==> config.mk <==
export PLATFORM = sky130hd
export DESIGN_NAME = keypad_digit_decoder
export DESIGN_NICKNAME = d
export VERILOG_FILES = /design/src/rtl/microondas_pkg.sv /design/src/rtl/keypad_digit_decoder_bcd_to_7seg.sv /design/src/rtl/keypad_digit_decoder.sv
export SDC_FILE = /design/constraint.sdc
export NUM_CORES = 1
export LEC_CHECK = 0
export BUFFER_PORTS_ARGS = -buffer_cell sky130_fd_sc_hd__buf_2
export CORE_ASPECT_RATIO = 1.4
export CORE_MARGIN = 5
export CORE_UTILIZATION = 50
export CTS_CLUSTER_DIAMETER = 150
export DETAILED_ROUTE_END_ITERATION = 6
export PLACE_DENSITY = 0.71
export SYNTH_ARGS = -nofsm -noshare
export SYNTH_HDL_FRONTEND = slang
export SYNTH_SLANG_ARGS = --single-unit
==> constraint.sdc <==
create_clock -name clk -period 3.8 [get_ports clk]
set_input_delay 0.38 -clock clk [delete_from_list [all_inputs] [get_ports clk]]
set_output_delay 0.38 -clock clk [all_outputs]
set_load 0.03 [all_outputs]
==> src/rtl/microondas_pkg.sv <==
// Shared types and constants for the microwave keypad path.
// Latency: n/a (package only).
// Backpressure: n/a.
package microondas_pkg;

    typedef enum logic [1:0] {
        ST_IDLE    = 2'd0,
        ST_EVAL    = 2'd1,
        ST_HOLD    = 2'd2,
        ST_RELEASE = 2'd3
    } kp_state_t;

    // Segment patterns, bit order {g,f,e,d,c,b,a}, active-high
    localparam logic [6:0] SEG_0     = 7'b0111111;
    localparam logic [6:0] SEG_1     = 7'b0000110;
    localparam logic [6:0] SEG_2     = 7'b1011011;
    localparam logic [6:0] SEG_3     = 7'b1001111;
    localparam logic [6:0] SEG_4     = 7'b1100110;
    localparam logic [6:0] SEG_5     = 7'b1101101;
    localparam logic [6:0] SEG_6     = 7'b1111101;
    localparam logic [6:0] SEG_7     = 7'b0000111;
    localparam logic [6:0] SEG_8     = 7'b1111111;
    localparam logic [6:0] SEG_9     = 7'b1101111;
    localparam logic [6:0] SEG_BLANK = 7'b0000000;

    localparam int MAX_DIGITS = 4;

endpackage

==> src/rtl/keypad_digit_decoder_bcd_to_7seg.sv <==
// BCD digit to 7-segment pattern; non-decimal values blank the digit.
// Latency: combinational.
// Backpressure: none.
module bcd_to_7seg
    import microondas_pkg::*;
(
    input  logic [3:0] bcd_i,
    output logic [6:0] seg_o
);

    // Table lookup of the segment pattern
    always_comb begin
        seg_o = SEG_BLANK;
        case (bcd_i)
            4'd0:    seg_o = SEG_0;
            4'd1:    seg_o = SEG_1;
            4'd2:    seg_o = SEG_2;
            4'd3:    seg_o = SEG_3;
            4'd4:    seg_o = SEG_4;
            4'd5:    seg_o = SEG_5;
            4'd6:    seg_o = SEG_6;
            4'd7:    seg_o = SEG_7;
            4'd8:    seg_o = SEG_8;
            4'd9:    seg_o = SEG_9;
            default: seg_o = SEG_BLANK;
        endcase
    end

endmodule

==> src/rtl/keypad_digit_decoder.sv <==
// Accepts one BCD digit per key press into an MM:SS shift register and drives 7-seg.
// Latency: digit stored / pulse reported one edge after key_valid is first sampled high.
// Backpressure: none; presses arriving while full or not permitted are consumed and reported rejected.
module keypad_digit_decoder
    import microondas_pkg::*;
#(
    parameter int HOLDOFF = 7
) (
    input  logic       clk,
    input  logic       clear_n,
    input  logic [3:0] key_code,
    input  logic       key_valid,
    input  logic       load_en,
    input  logic       entry_clr,
    output logic [3:0] min_tens,
    output logic [3:0] min_ones,
    output logic [3:0] sec_tens,
    output logic [3:0] sec_ones,
    output logic [2:0] digit_count,
    output logic       time_valid,
    output logic       accepted,
    output logic       rejected,
    output logic [6:0] seg_mt,
    output logic [6:0] seg_mo,
    output logic [6:0] seg_st,
    output logic [6:0] seg_so
);

    kp_state_t  state_q;
    logic [3:0] code_q;
    logic [3:0] hold_q;
    logic [3:0] hold_d;
    logic [3:0] mt_q, mo_q, st_q, so_q;
    logic [2:0] count_q;
    logic       accepted_q, rejected_q;
    logic       store_ok;

    assign hold_d   = hold_q - 4'd1;
    assign store_ok = load_en && (code_q <= 4'd9) && (count_q < 3'(MAX_DIGITS));

    // Press FSM, hold-off counter, entry shift register and digit counter
    always_ff @(posedge clk) begin
        if (!clear_n) begin
            // Start in RELEASE so a key held through reset is never taken
            state_q    <= ST_RELEASE;
            code_q     <= 4'd0;
            hold_q     <= 4'd0;
            mt_q       <= 4'd0;
            mo_q       <= 4'd0;
            st_q       <= 4'd0;
            so_q       <= 4'd0;
            count_q    <= 3'd0;
            accepted_q <= 1'b0;
            rejected_q <= 1'b0;
        end else begin
            accepted_q <= 1'b0;
            rejected_q <= 1'b0;

            // Cancel key works in every state; in EVAL it also overrides the store
            if (entry_clr) begin
                mt_q    <= 4'd0;
                mo_q    <= 4'd0;
                st_q    <= 4'd0;
                so_q    <= 4'd0;
                count_q <= 3'd0;
            end

            case (state_q)
                ST_IDLE: begin
                    if (key_valid) begin
                        code_q  <= key_code;
                        state_q <= ST_EVAL;
                    end
                end
                ST_EVAL: begin
                    if (store_ok && !entry_clr) begin
                        mt_q       <= mo_q;
                        mo_q       <= st_q;
                        st_q       <= so_q;
                        so_q       <= code_q;
                        count_q    <= count_q + 3'd1;
                        accepted_q <= 1'b1;
                    end else begin
                        rejected_q <= 1'b1;
                    end
                    hold_q  <= 4'(HOLDOFF);
                    state_q <= ST_HOLD;
                end
                ST_HOLD: begin
                    // HOLDOFF cycles spent here, key_valid ignored
                    hold_q <= hold_d;
                    if (hold_d == 4'd0) begin
                        state_q <= ST_RELEASE;
                    end
                end
                ST_RELEASE: begin
                    if (!key_valid) begin
                        state_q <= ST_IDLE;
                    end
                end
                default: state_q <= ST_RELEASE;
            endcase
        end
    end

    assign min_tens    = mt_q;
    assign min_ones    = mo_q;
    assign sec_tens    = st_q;
    assign sec_ones    = so_q;
    assign digit_count = count_q;
    assign accepted    = accepted_q;
    assign rejected    = rejected_q;
    assign time_valid  = (count_q != 3'd0) && (st_q <= 4'd5);

    bcd_to_7seg u_seg_mt (.bcd_i(mt_q), .seg_o(seg_mt));
    bcd_to_7seg u_seg_mo (.bcd_i(mo_q), .seg_o(seg_mo));
    bcd_to_7seg u_seg_st (.bcd_i(st_q), .seg_o(seg_st));
    bcd_to_7seg u_seg_so (.bcd_i(so_q), .seg_o(seg_so));

endmodule

==> flow_summary_export.csv, run 1 <==
group,metric,value,unit
status,status,"complete, no violations",
hold_path,min_from,"load_en",
critical_path,cp_cell_sequence,"inv_1 > ha_1 > nand4bb_1 > nor2_1 > nand2_1 > a21oi_1 > inv_1 > ha_1 > or3_1 > o211ai_1",
floorplanning,start_util,51.3,%
job,drv_cap,0,
floorplanning,io_pins,59,
global_route,grt_max_degree,31,
floorplanning,die_w,75.3,um
clock_tree,path_clk_slew,0.07,ns
clock_tree,cts-buffers-inserted,9,
yosys,synth.distinct_cells,53,
routing,drc,0,
yosys,synth_edf_count,0,
hold_path,min_to,"rejected",
layout,areaGrowthSynthToFinish,15.9,%
hold_path,hp-class,"input pin to flip-flop",
layout,final_nets,427,
critical_path,required,4.07,ns
floorplanning,core-area,0.00582,mm2
critical_path,crit_slowest_cell,"nor2_1",
critical_path,startpoint_type,"flip-flop",
floorplanning,fp.dieH,101,um
critical_path,reg2reg_slack,0.84,ns
sta,rsz0062_at_grt,"no",
critical_path,path_class,"flip-flop to flip-flop",
yosys,synth-seq-cells,59,
routing,dr.pass1.iters,4,
global_route,grt_overflow,0,
sta,worst_pin_slew,0.990,ns
yosys,ys_seq_area_share,39.5,%
place,numPortBuffers,58,
sta,clock_skew,0.0128,ns
yosys,yosysWarnings,0,
global_route,antenna_found_initial,0,
sta,setup-violations-final,0,
layout,diodes,0,
yosys,synthCells,327,
layout,fill_cells,535,
sta,drv_slew,0,
clock_tree,htreeDepth,3,
critical_path,crit_path_end_kind,"flip-flop",
layout,final_common_cell,"dfxtp_1",
clock_tree,cts_sinks,59,
routing,routed_via_density,5.43,
hold_path,hold_depth,2,
clock_tree,clk_latency,0.35,ns
sta,clock.fmax,0.338,GHz
sta,slew_headroom,34.0,%
clock_tree,cts.path.max_buffers,2,
sta,setup-tns-final,0,ns
routing,wl_per_cell,14.5,um
routing,totalWireLength,6660,um
critical_path,crit_path_max_incr_delay,0.64,ns
yosys,syn_nets,369,
floorplanning,dieArea,0.00764,mm2
critical_path,crit_fanout,11,
routing,antenna_left,0,
clock_tree,ctsHoldBuffers,0,
global_route,grt_pass1_vias,2462,
clock_tree,cts_root_buf,"clkbuf_8",
routing,via_count,2500,
floorplanning,row_count,33,
clock_tree,post_cts.repair.setup_buffers,0,
sta,period_share,77.9,%
routing,drt-initial-drc-count,92,
yosys,synth_top_flop_cell,"dfxtp_1",
place,place.gp.congestion,0.858,
layout,final_cell_mix,"dfxtp_1, buf_2, ha_1, a21oi_1, inv_1",
power,p_leak,1.54,nW
yosys,syn_area,0.00299,mm2
critical_path,r2r_start,"state_q[1]",
clock_tree,cts_resized,0,
critical_path,crit_arrival,3.24,ns
power,powerDensity,405,mW/mm2
global_route,grt_usage,19.1,%
place,dp_hpwl,4910,um
critical_path,r2r_cells,10,
yosys,syn_area_per_cell,9.13,um2
sta,finalCriticalPeriod,2.96,ns
critical_path,r2r_end,"u_seg_mt.seg_o[3]",
sta,final-hold-violation-count,0,
clock_tree,cts_tree,"yes",
layout,drive_gt1_share,23.6,%
power,peakVddDrop,310,uV
sta,fin_hold_ws,0.278,ns
global_route,grt_pass1_wl,11200,um
yosys,ys_async_sr_fraction,0,%
## metal layers
layer | up-vias | wire length, um | global-route usage, %
li1 | 1284 | - | -
met1 | 1156 | 2710 | 21.3
met2 | 50 | 3350 | 32.1
met3 | 10 | 460 | 6.65
met4 | 0 | 143 | 8.75
met5 | - | 0 | 0
## worst max-delay path: cells and delay by family (launching register included)
family,cells,cell delay [ns]
flip-flops,1,0.33
AO/OA/AOI/OAI,2,0.45
AND/OR/NAND/NOR,4,1.43
buffers and inverters,2,0.27
adder cells (fa/ha/maj),2,0.40
## Yosys cell counts (7+ instances only)
library cell / n / area (um2)
a21oi_1: 30 / 150
dfxtp_1: 59 / 1180
ha_1: 33 / 413
inv_1: 27 / 101
nand2_1: 25 / 93.8
nand3_1: 12 / 60.1
nor2_1: 12 / 45.0
o211ai_1: 11 / 82.6
o21ai_0: 7 / 35.0
## cell families after synthesis
logic type,after synthesis,synth area share (%)
AOI/OAI and AO/OA,99,23.8
and+or+nand+nor,89,15.8
DFF,59,39.5
buffers and inverters,45,6.33
adders and majority gates,33,13.8
xor gates and xnor gates,1,0.293
muxes,1,0.377
## where the power goes
| part | leakage, nW | switching [mW] | internal (mW) |
|---|---|---|---|
| clock network | 0.0812 | 0.240 | 0.234 |
| logic | 0.980 | 0.151 | 0.0931 |
| registers | 0.478 | 0.0318 | 0.652 |
| total | 1.54 | 0.423 | 0.979 |
## state kept, by name (all words and copies together), names as in the netlist, 7 cells and up
signal and count:
u_seg_mo.seg_o 7, u_seg_mt.seg_o 7, u_seg_so.seg_o 7, u_seg_st.seg_o 7
## worst max path at each step
stage,to,cells past startpoint,from
after floorplan,u_seg_st.seg_o[0],12,state_q[1]
after global placement,u_seg_mt.seg_o[3],9,entry_clr
after detailed placement,u_seg_mt.seg_o[3],9,entry_clr
after CTS,u_seg_mt.seg_o[3],10,state_q[1]
after global routing,u_seg_mt.seg_o[3],10,state_q[1]
final,u_seg_mt.seg_o[3],10,state_q[1]
## area by class of cell
type | instances | area [um2] | share of cell area (%)
Clock buffer | 13 | 139 | 4.01
Clock inverter | 3 | 15.0 | 0.434
Inverter | 33 | 124 | 3.58
Multi-Input combinational cell | 223 | 1620 | 46.7
Sequential cell | 59 | 1180 | 34.1
Tap cell | 70 | 87.6 | 2.53
Timing Repair Buffer | 59 | 298 | 8.60
## stage by stage
step                      power (mW)  instances  cell area, um2  setup WS, ns  utilization (%)
after floorplan                0.887        327            2990          1.33                -
after global placement         0.930        444            3310         0.861             56.8
after detailed placement       0.940        444            3310         0.758             56.8
after CTS                       1.41        460            3460         0.842             59.4
after global routing            1.47        460            3460         0.459             59.4
final                           1.40        460            3460         0.838             59.4
(Power assumes the default switching activity.)
==> inputs of run 2 (changes only) <==
==> constraint.sdc (replaced) <==
create_clock -name clk -period 3.05 [get_ports clk]
set_input_delay 0.305 -clock clk [delete_from_list [all_inputs] [get_ports clk]]
set_output_delay 0.305 -clock clk [all_outputs]
set_load 0.03 [all_outputs]
==> run 2 against run 1 <==
Worst setup slack worse by 0.36 ns. Worst hold slack lost 0.074 ns. First-iteration DRC count increased by 71%. Final cell count increased by 0.65%. Critical path depth stayed put. Critical path type unchanged. Largest cell class unchanged. Largest power group unchanged. Highest routed layer unchanged.
==> flow_summary_export.csv, run 2 (synthesis results as in run 1) <==
group,metric,value,unit
floorplanning,die_w,75.3,um
power,switching_share,27.5,%
critical_path,cp_cell_sequence,"inv_1 > ha_1 > nand4bb_1 > nor2_1 > buf_4 > a21oi_1 > nor2_1 > inv_1 > ha_1 > o221a_2",
global_route,globalRouteMet3Util,6.95,%
power,p_leak,1.58,nW
clock_tree,htreeDepth,3,
floorplanning,dieArea,0.00764,mm2
sta,period_share,84.2,%
power,seq_power_share,44.9,%
routing,totalWireLength,6830,um
power,p_switching,522,uW
clock_tree,cts_sinks,59,
critical_path,crit_path_max_incr_delay,0.33,ns
clock_tree,cts_resized,0,
global_route,top_usage_layer,"met2",
routing,drt-initial-drc-count,157,
sta,slew_headroom,55.3,%
layout,drive_gt1_share,24.4,%
clock_tree,cts.path.max_buffers,2,
power,peakVddDrop,355,uV
sta,setup-violations-final,0,
place,placed_cells_incl_taps,447,
layout,areaGrowthSynthToFinish,18.4,%
job,drv_cap,0,
global_route,grt_overflow,0,
floorplanning,core-area,0.00582,mm2
critical_path,startpoint_type,"flip-flop",
layout,diodes,0,
clock_tree,clk_latency,0.34,ns
layout,stdcell_area,0.00354,mm2
global_route,met1_usage,22.8,%
clock_tree,path_clk_slew,0.06,ns
place,dp_hpwl,5060,um
layout,final_cells,463,
hold_path,min_to,"rejected",
hold_path,hold_depth,2,
routing,via_count,2526,
critical_path,reg2reg_slack,0.48,ns
power,cellInternalPower,1.38,mW
global_route,grt_max_degree,23,
hold_path,hp-class,"input pin to flip-flop",
sta,final-hold-violation-count,0,
critical_path,crit_fanout,9,
sta,clock.fmax,0.390,GHz
place,dpl_cell_area,0.00333,mm2
critical_path,crit_path_end_kind,"flip-flop",
critical_path,r2r_cells,10,
global_route,grtUsageMet2,31.6,%
layout,finish.utilization,60.7,%
power,powerDensity,537,mW/mm2
place,numPortBuffers,58,
sta,clock_skew,0.00709,ns
floorplanning,io_pins,59,
power,power_frac_clock,38.8,%
global_route,grt_pass1_wl,11500,um
layout,final_common_cell,"dfxtp_1",
clock_tree,post_cts.repair.setup_buffers,0,
critical_path,crit_slowest_cell,"dfxtp_1",
clock_tree,ctsHoldBuffers,0,
floorplanning,start_util,51.3,%
critical_path,path_class,"flip-flop to flip-flop",
routing,drc,0,
sta,rsz0062_at_grt,"no",
power,p_comb_share,16.3,%
floorplanning,row_count,33,
floorplanning,fp.dieH,101,um
sta,worst_pin_slew,0.670,ns
place,place.gp.congestion,0.874,
hold_path,min_from,"load_en",
routing,wl_per_cell,14.8,um
clock_tree,cts-buffers-inserted,9,
critical_path,crit_arrival,2.80,ns
global_route,grt_usage,19.5,%
routing,dr.pass1.iters,6,
status,status,"complete, no violations",
layout,final_cell_mix,"dfxtp_1, buf_2, ha_1, a21oi_1, inv_1",
critical_path,r2r_end,"u_seg_mo.seg_o[4]",
global_route,antenna_found_initial,0,
clock_tree,cts_root_buf,"clkbuf_8",
routing,antenna_left,0,
sta,drv_slew,0,
sta,finalCriticalPeriod,2.57,ns
layout,final_nets,430,
sta,setup-tns-final,0,ns
critical_path,required,3.28,ns
critical_path,r2r_start,"state_q[1]",
routing,routed_via_density,5.46,
global_route,grt_pass1_vias,2474,
clock_tree,cts_tree,"yes",
sta,fin_hold_ws,0.205,ns
[run 2: power by group through the flow]
stage                     registers (mW)  clock network [mW]  logic, mW
after floorplan                    0.870                   0      0.236
after global placement             0.868                   0      0.298
after detailed placement           0.869                   0      0.307
after CTS                          0.852               0.757      0.309
after global routing               0.858               0.801      0.346
final                              0.853               0.738      0.309
[run 2: how the worst max path moves through the flow]
| stage | start | to | slack [ns] | cells after the start |
|---|---|---|---|---|
| 3_5_place_dp | entry_clr | u_seg_mo.seg_o[4] | 0.49 | 9 |
| 3_3_place_gp | state_q[1] | u_seg_st.seg_o[0] | 0.60 | 10 |
| 2_1_floorplan | state_q[1] | u_seg_st.seg_o[0] | 0.58 | 12 |
| 5_1_grt | state_q[1] | u_seg_st.seg_o[3] | 0.14 | 10 |
| 4_1_cts | state_q[1] | u_seg_mo.seg_o[4] | 0.48 | 10 |
| 6_report | state_q[1] | u_seg_mo.seg_o[4] | 0.48 | 10 |
[run 2: per-layer routing]
| layer | vias to the layer above | routed length (um) |
|---|---|---|
| met1 | 1160 | 2860 |
| met5 | - | 0 |
| li1 | 1288 | - |
| met4 | 0 | 139 |
| met3 | 13 | 437 |
| met2 | 65 | 3390 |
[run 2: worst max-delay path, delay by kind of cell, from the launching register on]
| kind | cells | cell delay, ns |
|---|---|---|
| flops | 1 | 0.33 |
| compound gates | 2 | 0.39 |
| buf+inv | 3 | 0.52 |
| fa+ha+maj | 2 | 0.46 |
| simple gates | 3 | 0.77 |
[run 2: cell type report]
class,instances,area [um2]
repair buffers,62,320
clock inverters,1,30.0
fillers,523,2290
inverters,33,124
well taps,70,87.6
clock buffers,15,176
multi-input cells,223,1620
flip-flops and latches,59,1180
[run 2: metrics by stage]
stage | total power [mW] | worst slack (ns)
global route | 2.01 | 0.137
floorplan | 1.11 | 0.582
CTS | 1.92 | 0.480
detailed placement | 1.18 | 0.492
global placement | 1.17 | 0.603
finish | 1.90 | 0.483
